--- config.mk ---
export PLATFORM = sky130hd
export DESIGN_NAME = exec_hazard_ctrl
export DESIGN_NICKNAME = d
export VERILOG_FILES = /design/src/rtl/exec_hazard_ctrl.sv
export SDC_FILE = /design/constraint.sdc
export NUM_CORES = 1
export LEC_CHECK = 0
export CORE_UTILIZATION = 47
export CTS_BUF_LIST = sky130_fd_sc_hd__clkbuf_16
export CTS_CLUSTER_DIAMETER = 60
export DETAILED_ROUTE_END_ITERATION = 6
export PLACE_DENSITY = 0.79
export SLEW_MARGIN = 25
export SYNTH_ARGS = -nofsm -noshare
export SYNTH_HDL_FRONTEND = slang
export SYNTH_SLANG_ARGS = --single-unit
--- constraint.sdc ---
create_clock -name clk -period 2.3 [get_ports clk]
set_clock_uncertainty 0.1 [all_clocks]
set_input_delay 0.46 -clock clk [delete_from_list [all_inputs] [get_ports clk]]
set_output_delay 0.46 -clock clk [all_outputs]
set_load 0.02 [all_outputs]
--- src/rtl/exec_hazard_ctrl.sv ---
// Issue/hazard controller for the 16-bit execution stage: in-flight write scoreboard,
// stall/forward decision and drain-and-halt FSM. Optional macro: FORWARD_EN (s2 forwarding).
module exec_hazard_ctrl #(
  parameter int unsigned LAT   = 2,
  parameter int unsigned CNT_W = 16
) (
  input  logic             clk,
  input  logic             rst,
  input  logic             id_valid,
  input  logic [3:0]       id_rs,
  input  logic             id_rs_used,
  input  logic [3:0]       id_rt,
  input  logic             id_rt_used,
  input  logic             id_we,
  input  logic [3:0]       id_rdest,
  input  logic             halt_req,
  output logic             issue,
  output logic             stall,
  output logic             fwd_a,
  output logic             fwd_b,
  output logic             ex_we,
  output logic             halted,
  output logic [CNT_W-1:0] stall_cnt
);

  typedef enum logic [1:0] {
    ST_RUN,
    ST_DRAIN,
    ST_HALTED
  } state_e;

  state_e state_q, state_d;

  logic [LAT-1:0] slot_v_q, slot_v_d;
  logic [3:0]     slot_rd_q [LAT];
  logic [3:0]     slot_rd_d [LAT];

  logic [CNT_W-1:0] stall_cnt_q, stall_cnt_d;

  logic [LAT-1:0] hit_a, hit_b;
  logic           hazard;
  logic           slots_empty;

  // Source match against every in-flight slot
  always_comb begin
    hit_a = '0;
    hit_b = '0;
    for (int unsigned k = 0; k < LAT; k++) begin
      hit_a[k] = id_rs_used & slot_v_q[k] & (slot_rd_q[k] == id_rs);
      hit_b[k] = id_rt_used & slot_v_q[k] & (slot_rd_q[k] == id_rt);
    end
  end

`ifdef FORWARD_EN
  logic young_a, young_b;

  // Only slot[LAT-1] is on s2; any younger hit must stall and wins over forwarding
  always_comb begin
    young_a = 1'b0;
    young_b = 1'b0;
    for (int unsigned k = 0; k < LAT - 1; k++) begin
      young_a = young_a | hit_a[k];
      young_b = young_b | hit_b[k];
    end
    hazard = young_a | young_b;
    fwd_a  = hit_a[LAT-1] & ~young_a;
    fwd_b  = hit_b[LAT-1] & ~young_b;
  end
`else
  always_comb begin
    hazard = (|hit_a) | (|hit_b);
    fwd_a  = 1'b0;
    fwd_b  = 1'b0;
  end
`endif

  assign slots_empty = ~|slot_v_q;

  // Issue is also blocked on the cycle halt_req is first seen in RUN
  always_comb begin
    issue = id_valid & ~hazard & (state_q == ST_RUN) & ~halt_req;
    stall = id_valid & ~issue;
    ex_we = id_we & issue;
  end

  always_comb begin
    slot_v_d     = '0;
    slot_v_d[0]  = issue & id_we;
    slot_rd_d[0] = id_rdest;
    for (int unsigned k = 1; k < LAT; k++) begin
      slot_v_d[k]  = slot_v_q[k-1];
      slot_rd_d[k] = slot_rd_q[k-1];
    end
  end

  always_comb begin
    state_d = state_q;
    unique case (state_q)
      ST_RUN: begin
        if (halt_req) state_d = ST_DRAIN;
      end
      ST_DRAIN: begin
        if (!halt_req)        state_d = ST_RUN;
        else if (slots_empty) state_d = ST_HALTED;
      end
      ST_HALTED: begin
        if (!halt_req) state_d = ST_RUN;
      end
      default: state_d = ST_RUN;
    endcase
  end

  always_comb begin
    stall_cnt_d = stall_cnt_q;
    if (stall && (stall_cnt_q != '1)) stall_cnt_d = stall_cnt_q + 1'b1;
  end

  always_ff @(posedge clk) begin
    if (rst) begin
      state_q     <= ST_RUN;
      slot_v_q    <= '0;
      stall_cnt_q <= '0;
      for (int unsigned k = 0; k < LAT; k++) slot_rd_q[k] <= '0;
    end else begin
      state_q     <= state_d;
      slot_v_q    <= slot_v_d;
      stall_cnt_q <= stall_cnt_d;
      for (int unsigned k = 0; k < LAT; k++) slot_rd_q[k] <= slot_rd_d[k];
    end
  end

  assign halted    = (state_q == ST_HALTED);
  assign stall_cnt = stall_cnt_q;

endmodule

==> impl_metrics.csv, run 1 <==
group,metric,value,unit
final_layout,areaGrowthSynthToFinish,59.20,%
worst_setup_path,timing_worst_setup_path_type,"reg -> out",
clock_tree,cts_buffer_depth,2,
final_layout,drive_above_1_share,0.3733,
clock_tree,cts.reportedPaths.clkPinSlew,0.06,ns
grt,grt_pass1_wl,6486,microns
drt,vias,1567,
clock_tree,cts_root_buf,"clkbuf_16",
drt,drt_iter0_markers,82,
worst_setup_path,end_kind,"output pin",
floorplanning,die_area,3339,sq um
final_layout,fin_nets,246,
worst_setup_path,critPathMostFrequentCell,"buf_6",
grt,antenna_found_initial,0,
worst_setup_path,start_kind,"register",
outcome,violations,"design-rule violations, negative setup slack",
drt,ant_nets,0,
drt,wl_per_cell,18.89,microns
floorplanning,die_w,57.79,microns
sta,setup_slack,-0.06897,ns
floorplanning,start_util,0.5127,
worst_setup_path,worstReg2RegEnd,"stall_cnt[7]$_SDFFE_PP0P_",
clock_tree,cts.hold.buffers_added,0,
yosys,synth_seq_cells,28,
sta,finalSetupTns,-0.2022,ns
sta,finalSetupViolations,9,
final_layout,seqCellArea,573.1,sq um
worst_setup_path,crit_slowest_cell,"nor4_2",
worst_setup_path,reg2reg_depth,9,
worst_setup_path,arrival,1.81,ns
floorplanning,die_y,57.79,microns
final_layout,multi_input_area,1057,sq um
yosys,syn_area_per_cell,8.706,sq um
worst_setup_path,required,1.74,ns
hold_path,min_from,"state_q[1]$_SDFFE_PP0P_",
sta,holdWs,0.3776,ns
grt,grt_overflow,0,
yosys,synth_edf_count,0,
grt,grt_max_degree,29,
floorplanning,pin_count,41,
worst_setup_path,crit_path_start,"slot_rd_q[0][5]$_SDFF_PP0_",
floorplanning,design.core.area,2853,sq um
power_and_ir_drop,ir_worst_vdd,0.4195,mV
yosys,async_flop_share,0,
sta,slew_violations,0,
hold_path,holdPathEnd,"state_q[0]$_SDFFE_PP0P_",
placed_design,gp_congestion,0.9559,
sta,clock.fmax,422.1,MHz
clock_tree,htreeDepth,1,
grt,grt.total_usage,0.2533,
clock_tree,clk_latency,0.27,ns
sta,period_needed,2.369,ns
grt,grt_pass1_vias,1438,
yosys,seq_area_frac_synth,0.3832,
clock_tree,cts_num_sinks,28,
power_and_ir_drop,cellPowerDensity,481.0,nW/um^2
yosys,ys_warn_count,0,
sta,rsz0062_at_grt,"true",
worst_setup_path,critPathMaxStageDelay,0.35,ns
drt,drc,1,
yosys,synth-main-ff-cell,"dfxtp_1",
worst_setup_path,r2r_start,"slot_rd_q[0][5]$_SDFF_PP0_",
yosys,yosys-top-cells-area,"dfxtp_1, xor2_1, nor2b_1, a21oi_1, o31ai_1",
worst_setup_path,cp_max_fo,4,
yosys,yosysTopAreaCell,"dfxtp_1",
sta,hold_violations,0,
floorplanning,rows,19,
worst_setup_path,path_cells,"buf_6 > xor2_2 > nor4_2 > buf_4 > nor4_4 > buf_6 > nor2_4 > buf_6",
clock_tree,cts_buffers,3,
yosys,synth_cell_type_count,39,
yosys,syn_inst,168,
final_layout,fill_cells,162,
drt,dr.pass1.iters,7,
outcome,status,"complete, but fails checks",
hold_path,hold_class,"reg -> reg",
final_layout,insertedDiodeCount,0,
clock_tree,cts_tree,"yes",
flow_run,timing.max_cap.violations,0,
sta,fin_crit_sh,1.030,
power_and_ir_drop,p_leak,0.8443,nW
yosys,post-synth-top-area-fraction,0.3832,
hold_path,holdPathStages,1,
placed_design,numPortBuffers,38,
drt,finalWirelength,4837,microns
yosys,synth_area,1463,sq um
worst_setup_path,reg2reg_setup_slack,-0.07,ns
placed_design,dp_hpwl,2882,microns
drt,vias_per_cell,6.121,
-- final cells by class --
cell class / instances / share of cell area
Clock inverter: 1 / 0.001612
Timing Repair Buffer: 62 / 0.2429
Inverter: 4 / 0.006448
Clock buffer: 3 / 0.03224
Multi-Input combinational cell: 127 / 0.4541
Tap cell: 31 / 0.01666
Sequential cell: 28 / 0.2461
-- state kept, by name, summed over array words and instances, names as in the netlist --
register	count
stall_cnt	16
slot_rd_q	8
slot_v_q	2
state_q	2
-- per-layer routing --
metal	wire (microns)	vias up	global-route usage
met3	337	25	0.06696
met2	2368	81	0.4369
li1	-	718	-
met4	182	0	0.08163
met1	1948	743	0.3086
met5	0	-	0
-- repair_timing --
| action | CTS | global route |
|---|---|---|
| setup endpoints to repair | 19 | 17 |
| pin swaps | 17 | 10 |
| gates resized for setup | 66 | 32 |
| setup buffers | 1 | 3 |
| cloned | 0 | 1 |
-- stage by stage --
step / total power, W / cells / util / setup WS, ns / instance area [sq um]
global route: 0.001156 / 256 / 0.8162 / -0.1464 / 2328
detailed placement: 0.0006813 / 249 / 0.7013 / -0.8203 / 2001
finish: 0.001120 / 256 / 0.8162 / -0.06897 / 2328
CTS: 0.001092 / 252 / 0.7671 / -0.008580 / 2188
global placement: 0.0006754 / 249 / 0.7013 / -0.7885 / 2001
floorplan: 0.0005983 / 169 / - / 0.03856 / 1483
-- placed cells by master, fill, tap and decap left out, types with 7 or more instances in the layout --
cell type and count:
o31ai_1 8, nor2_1 8, clkdlybuf4s50_1 23, nor2b_1 12, dfxtp_2 7, a21oi_1 10, nand2_1 8, buf_4 20
dfxtp_1 20
-- logic make-up after synthesis --
logic type,Yosys count,synth area share
adder cells (fa/ha/maj),1,0.008553
AO/OA/AOI/OAI,33,0.1489
multiplexers,3,0.02224
XOR/XNOR,13,0.07784
buffers and inverters,14,0.04875
AND/OR/NAND/NOR,75,0.3080
flip-flops,28,0.3832
other,1,0.002564
-- worst max path at each step --
stage,cells past startpoint,end
floorplan,7,ex_we
global placement,9,stall
detailed placement,8,issue
CTS,8,stall
global route,8,stall_cnt[7]$_SDFFE_PP0P_
finish,8,stall
-- synthesized netlist by cell type (4+ instances only) --
cell type and count:
or4_1 8, nor2_1 9, nand4_1 5, xnor2_1 4
dfxtp_1 28, o31ai_1 8, or3_1 4, clkbuf_1 4
nor2b_1 12, nand3_1 7, nand2_1 8, inv_1 4
and2_1 5, a21oi_1 13, xor2_1 9
-- worst max-delay path: cells and delay by family, from the launching register on --
family        cells  cell delay, ns
buf+inv           4            0.58
flops             1            0.33
xor+xnor          1            0.17
simple gates      3            0.47
-- power by group --
group	internal (W)	switching (W)	leakage (nW)
sequential	0.000498	0.0000152	0.231
combinational	0.000103	0.000104	0.575
clock	0.000233	0.000166	0.0385
total	0.000834	0.000286	0.844
No activity file was read; power rests on OpenSTA's default activity.
==> run 2: changes to the inputs <==
- clock period: 2.3 -> 2.2 ns (I/O delays scaled with it)
==> impl_metrics.csv, run 2 (same netlist as run 1, synthesis figures left out) <==
group,metric,value,unit
grt,use_met1,0.3544,
worst_setup_path,critPathMaxStageDelay,0.51,ns
drt,vias,1648,
final_layout,stdcell_count,264,
final_layout,largest_register_ffs,16,
hold_path,holdPathEnd,"state_q[0]$_SDFFE_PP0P_",
final_layout,finalInstanceArea,2425,sq um
hold_path,holdPathStages,1,
power_and_ir_drop,ir_worst_vdd,0.4525,mV
placed_design,place_area,2072,sq um
floorplanning,pin_count,41,
worst_setup_path,required,2.29,ns
final_layout,areaGrowthSynthToFinish,65.78,%
floorplanning,die_y,57.79,microns
outcome,violations,"design-rule violations, negative setup slack",
power_and_ir_drop,p_int,0.0008792,W
final_layout,final_common_cell,"buf_4",
sta,clock.fmax,420.8,MHz
placed_design,dp_hpwl,3015,microns
floorplanning,start_util,0.5127,
drt,finalWirelength,5370,microns
grt,busiest_layer,"met2",
power_and_ir_drop,cellPowerDensity,490.1,nW/um^2
power_and_ir_drop,p_switching,0.0003093,W
power_and_ir_drop,power_frac_comb,0.192,
drt,drc,2,
placed_design,gp_congestion,0.9386,
worst_setup_path,crit_slowest_cell,"or4_1",
flow_run,timing.max_cap.violations,0,
clock_tree,cts_buffer_depth,2,
sta,slew_violations,0,
floorplanning,rows,19,
worst_setup_path,r2r_start,"slot_rd_q[0][1]$_SDFF_PP0_",
hold_path,hold_class,"reg -> reg",
worst_setup_path,worstReg2RegEnd,"stall_cnt[12]$_SDFFE_PP0P_",
floorplanning,die_w,57.79,microns
sta,setup_slack,-0.1767,ns
final_layout,drive_above_1_share,0.4034,
clock_tree,cts.reportedPaths.clkPinSlew,0.07,ns
floorplanning,design.core.area,2853,sq um
worst_setup_path,reg2reg_setup_slack,-0.16,ns
grt,antenna_found_initial,0,
worst_setup_path,path_cells,"clkdlybuf4s15_1 > a221o_1 > nor3_2 > nor4_4 > buf_6 > buf_12 > buf_8 > or4_1 > a21oi_1",
final_layout,final_cell_mix,"buf_4, clkdlybuf4s50_1, dfxtp_1",
worst_setup_path,cp_max_fo,6,
power_and_ir_drop,clock_power_share,0.356,
power_and_ir_drop,p_leak,0.8807,nW
drt,wl_per_cell,20.34,microns
clock_tree,clk_latency,0.26,ns
floorplanning,die_area,3339,sq um
grt,grt_pass1_wl,6844,microns
final_layout,fin_nets,254,
worst_setup_path,critPathTopFamily,"simple AND/OR/NAND/NOR gates",
worst_setup_path,arrival,2.47,ns
grt,met2_usage,0.4485,
clock_tree,htreeDepth,1,
grt,gr-usage-met3,0.03348,
sta,holdWs,0.3906,ns
power_and_ir_drop,sequentialPowerShare,0.453,
placed_design,dp_cells,257,
clock_tree,cts_num_sinks,28,
sta,hold_violations,0,
final_layout,insertedDiodeCount,0,
worst_setup_path,worst-path-buf-inv,4,
grt,grt_max_degree,18,
clock_tree,cts_buffers,3,
placed_design,detailedPlace.worstSlack,-0.9622,ns
worst_setup_path,timing_worst_setup_path_type,"in -> reg",
drt,dr.pass1.iters,6,
drt,ant_nets,0,
drt,drt_iter0_markers,67,
clock_tree,cts_tree,"yes",
final_layout,postLayoutCoreUtil,0.8500,
grt,grt_pass1_vias,1468,
sta,fin_crit_sh,1.080,
grt,grt_overflow,0,
clock_tree,cts_root_buf,"clkbuf_16",
drt,vias_per_cell,6.242,
worst_setup_path,reg2reg_depth,9,
hold_path,min_from,"state_q[1]$_SDFFE_PP0P_",
power_and_ir_drop,swShare,0.2602,
sta,finalSetupViolations,16,
sta,period_needed,2.377,ns
sta,rsz0062_at_grt,"true",
worst_setup_path,start_kind,"input pin",
worst_setup_path,crit_path_start,"id_rs[0]",
worst_setup_path,end_kind,"register",
grt,grt.total_usage,0.2677,
outcome,status,"complete, but fails checks",
placed_design,numPortBuffers,38,
run 2: cell types whose count changed in the layout (fill, tap and decap cells not counted), moves of 2 or more:
cell             change
a21oi_1              -2
a21oi_2              +2
buf_2                -3
buf_4                +5
buf_6                +2
buf_8                +2
clkdlybuf4s15_1      +3
inv_2                -2
run 2: cell type report:
| cell class | instances | area, sq um |
|---|---|---|
| Multi-Input combinational cell | 127 | 1076 |
| Timing Repair Buffer | 70 | 641.9 |
| Sequential cell | 28 | 569.3 |
| Fill cell | 158 | 427.9 |
| Clock buffer | 3 | 75.07 |
| Tap cell | 31 | 38.79 |
| Inverter | 4 | 20.02 |
| Clock inverter | 1 | 3.754 |
run 2: worst max path at each step:
stage	endpoint	slack, ns	depth (start not counted)
after floorplan	ex_we	-0.001	7
after global placement	issue	-0.92	8
after detailed placement	issue	-0.96	8
after CTS	stall	-0.10	9
after global routing	stall_cnt[12]$_SDFFE_PP0P_	-0.28	11
final	stall_cnt[12]$_SDFFE_PP0P_	-0.18	9
run 2: per-layer routing:
metal	share of wire	routed length, microns
met2	0.51	2729
met5	0	0
met3	0.069	369
met1	0.40	2174
met4	0.018	97
run 2: stage by stage:
| step | total power, W | TNS (ns) |
|---|---|---|
| finish | 0.001188 | -1.212 |
| CTS | 0.001147 | -0.6919 |
| global route | 0.001222 | -2.932 |
| detailed placement | 0.0007185 | -12.41 |
| global placement | 0.0007132 | -11.74 |
| floorplan | 0.0006298 | -0.001064 |
run 2: power groups by stage:
stage	Combinational [W]	Clock [W]	Sequential (W)
6_report	0.000228	0.000423	0.000538
5_1_grt	0.000238	0.000445	0.000539
4_1_cts	0.000189	0.000423	0.000534
3_5_place_dp	0.000175	0	0.000544
3_3_place_gp	0.000170	0	0.000543
2_1_floorplan	0.0000830	0	0.000547
run 2: timing repair:
item,4_1_cts,5_1_grt
setup endpoints to repair,19,19
resized for setup,56,49
gates cloned,0,0
buffers inserted,0,5
pin swaps,22,11
hold buffers,0,0
==> run 3: changes to the inputs <==
- REMOVE_ABC_BUFFERS: default -> 1
- SETUP_SLACK_MARGIN: default -> 0.1
- SKIP_LAST_GASP: default -> 1
==> impl_metrics.csv, run 3 (same netlist as run 1, synthesis figures left out) <==
group,metric,value,unit
worst_setup_path,arrival,2.33,ns
grt,antenna_found_initial,0,
drt,vias,1541,
power_and_ir_drop,power_frac_comb,0.182,
sta,setup_slack,-0.04997,ns
final_layout,areaGrowthSynthToFinish,60.48,%
floorplanning,start_util,0.5127,
drt,ant_nets,0,
sta,period_needed,2.250,ns
placed_design,numPortBuffers,38,
clock_tree,cts_num_sinks,28,
sta,finalSetupTns,-0.1637,ns
worst_setup_path,crit_slowest_cell,"or4_1",
floorplanning,die_area,3339,sq um
grt,grt_pass1_wl,7458,microns
clock_tree,htreeDepth,1,
worst_setup_path,critPathTopFamily,"simple AND/OR/NAND/NOR gates",
power_and_ir_drop,power,0.001156,W
final_layout,drive_above_1_share,0.4089,
final_layout,finalInstanceArea,2347,sq um
drt,vias_per_cell,6.020,
grt,grt.total_usage,0.2956,
power_and_ir_drop,cellPowerDensity,492.3,nW/um^2
outcome,violations,"design-rule violations, negative setup slack",
power_and_ir_drop,p_int,0.0008613,W
drt,drc,3,
floorplanning,die_y,57.79,microns
sta,worst_pin_slew,0.6294,ns
final_layout,fill_cells,167,
worst_setup_path,cp_max_fo,16,
final_layout,final_common_cell,"buf_4",
clock_tree,cts.reportedPaths.clkPinSlew,0.07,ns
final_layout,fin_nets,247,
drt,dr.pass1.iters,6,
sta,rsz0062_at_grt,"true",
drt,finalWirelength,4871,microns
floorplanning,pin_count,41,
power_and_ir_drop,swShare,0.2547,
clock_tree,cts_root_buf,"clkbuf_16",
power_and_ir_drop,p_switching,0.0002943,W
final_layout,insertedDiodeCount,0,
placed_design,dp_hpwl,3063,microns
clock_tree,cts.hold.buffers_added,0,
grt,grt_overflow,0,
power_and_ir_drop,clock_power_share,0.356,
worst_setup_path,timing_worst_setup_path_type,"reg -> reg",
grt,grt_max_degree,17,
worst_setup_path,worst-path-buf-inv,1,
clock_tree,cts_buffers,3,
floorplanning,design.core.area,2853,sq um
clock_tree,clk_latency,0.26,ns
worst_setup_path,path_cells,"nor2b_1 > a221o_1 > nor3_4 > nor4_4 > buf_4 > or4_1 > a21oi_2",
floorplanning,die_w,57.79,microns
worst_setup_path,end_kind,"register",
sta,finalSetupViolations,4,
final_layout,largest_register_ffs,16,
grt,grt_pass1_vias,1526,
power_and_ir_drop,p_leak,0.8560,nW
worst_setup_path,required,2.28,ns
drt,wl_per_cell,19.03,microns
sta,fin_crit_sh,1.023,
clock_tree,cts_buffer_depth,2,
floorplanning,rows,19,
sta,clock.fmax,444.5,MHz
worst_setup_path,start_kind,"register",
power_and_ir_drop,sequentialPowerShare,0.462,
final_layout,final_cell_mix,"buf_4, clkdlybuf4s50_1, dfxtp_1",
flow_run,timing.max_cap.violations,0,
drt,drt_iter0_markers,65,
sta,slew_violations,0,
outcome,status,"complete, but fails checks",
worst_setup_path,critPathMaxStageDelay,0.55,ns
hold_path,hold_class,"reg -> reg",
sta,max_slew_margin,0.5791,
placed_design,place_area,1988,sq um
placed_design,gp_congestion,0.8752,
worst_setup_path,reg2reg_setup_slack,-0.05,ns
sta,hold_violations,0,
power_and_ir_drop,ir_worst_vdd,0.5769,mV
clock_tree,cts_tree,"yes",
-- run 3: timing repair --
item / 4_1_cts / 5_1_grt
gates resized for setup: 75 / 33
cloned: 1 / 0
setup endpoints to repair: 19 / 19
pin swaps: 23 / 13
buffers inserted: 2 / 2
-- run 3: worst reg2reg max path, stage by stage (launching register included) --
cell and delay (ns):
dfxtp_4 0.36, nor2b_1 0.13, a221o_1 0.30, nor3_4 0.24, nor4_4 0.09, buf_4 0.20
or4_1 0.55, a21oi_2 0.20
-- run 3: path summary, 6_finish.rpt --
kind,startpoint,endpoint,cells past startpoint
setup / recovery,slot_rd_q[0][1]$_SDFF_PP0_,stall_cnt[7]$_SDFFE_PP0P_,7
hold reg to reg,state_q[1]$_SDFFE_PP0P_,state_q[0]$_SDFFE_PP0P_,1
hold / removal,state_q[1]$_SDFFE_PP0P_,state_q[0]$_SDFFE_PP0P_,1
setup reg to reg,slot_rd_q[0][1]$_SDFF_PP0_,stall_cnt[7]$_SDFFE_PP0P_,7
-- run 3: per-layer routing --
metal  wire length [microns]  share of wire  vias to the layer above  track usage
met5                       0              0                        -            0
met4                      86          0.018                        0      0.07483
met3                     254          0.052                       10      0.04241
met2                    2581           0.53                       70       0.5199
met1                    1949           0.40                      745       0.3826
li1                        -              -                      716            -
-- run 3: metrics by stage --
| stage | hold slack [ns] | setup WS [ns] | util | instances |
|---|---|---|---|---|
| finish | 0.3780 | -0.04997 | 0.8228 | 256 |
| global route | 0.4013 | -0.1410 | 0.8228 | 256 |
| CTS | 0.3775 | -0.1128 | 0.7860 | 254 |
| detailed placement | 0.3712 | -0.8842 | 0.6969 | 248 |
| global placement | 0.3652 | -0.8337 | 0.6969 | 248 |
| floorplan | 0.3284 | -0.9377 | - | 159 |
-- run 3: power by group through the flow --
stage / Sequential, W / Clock, W / Combinational (W)
finish: 0.000534 / 0.000412 / 0.000210
global route: 0.000535 / 0.000434 / 0.000223
CTS: 0.000532 / 0.000409 / 0.000191
detailed placement: 0.000542 / 0 / 0.000166
global placement: 0.000542 / 0 / 0.000161
floorplan: 0.000547 / 0 / 0.0000586
-- run 3: final cells by class --
type | count | area (sq um) | share of cell area
Tap cell | 31 | 38.79 | 0.01652
Inverter | 4 | 15.01 | 0.006397
Clock buffer | 3 | 75.07 | 0.03198
Timing Repair Buffer | 63 | 533.0 | 0.2271
Multi-Input combinational cell | 127 | 1110 | 0.4728
Sequential cell | 28 | 575.6 | 0.2452
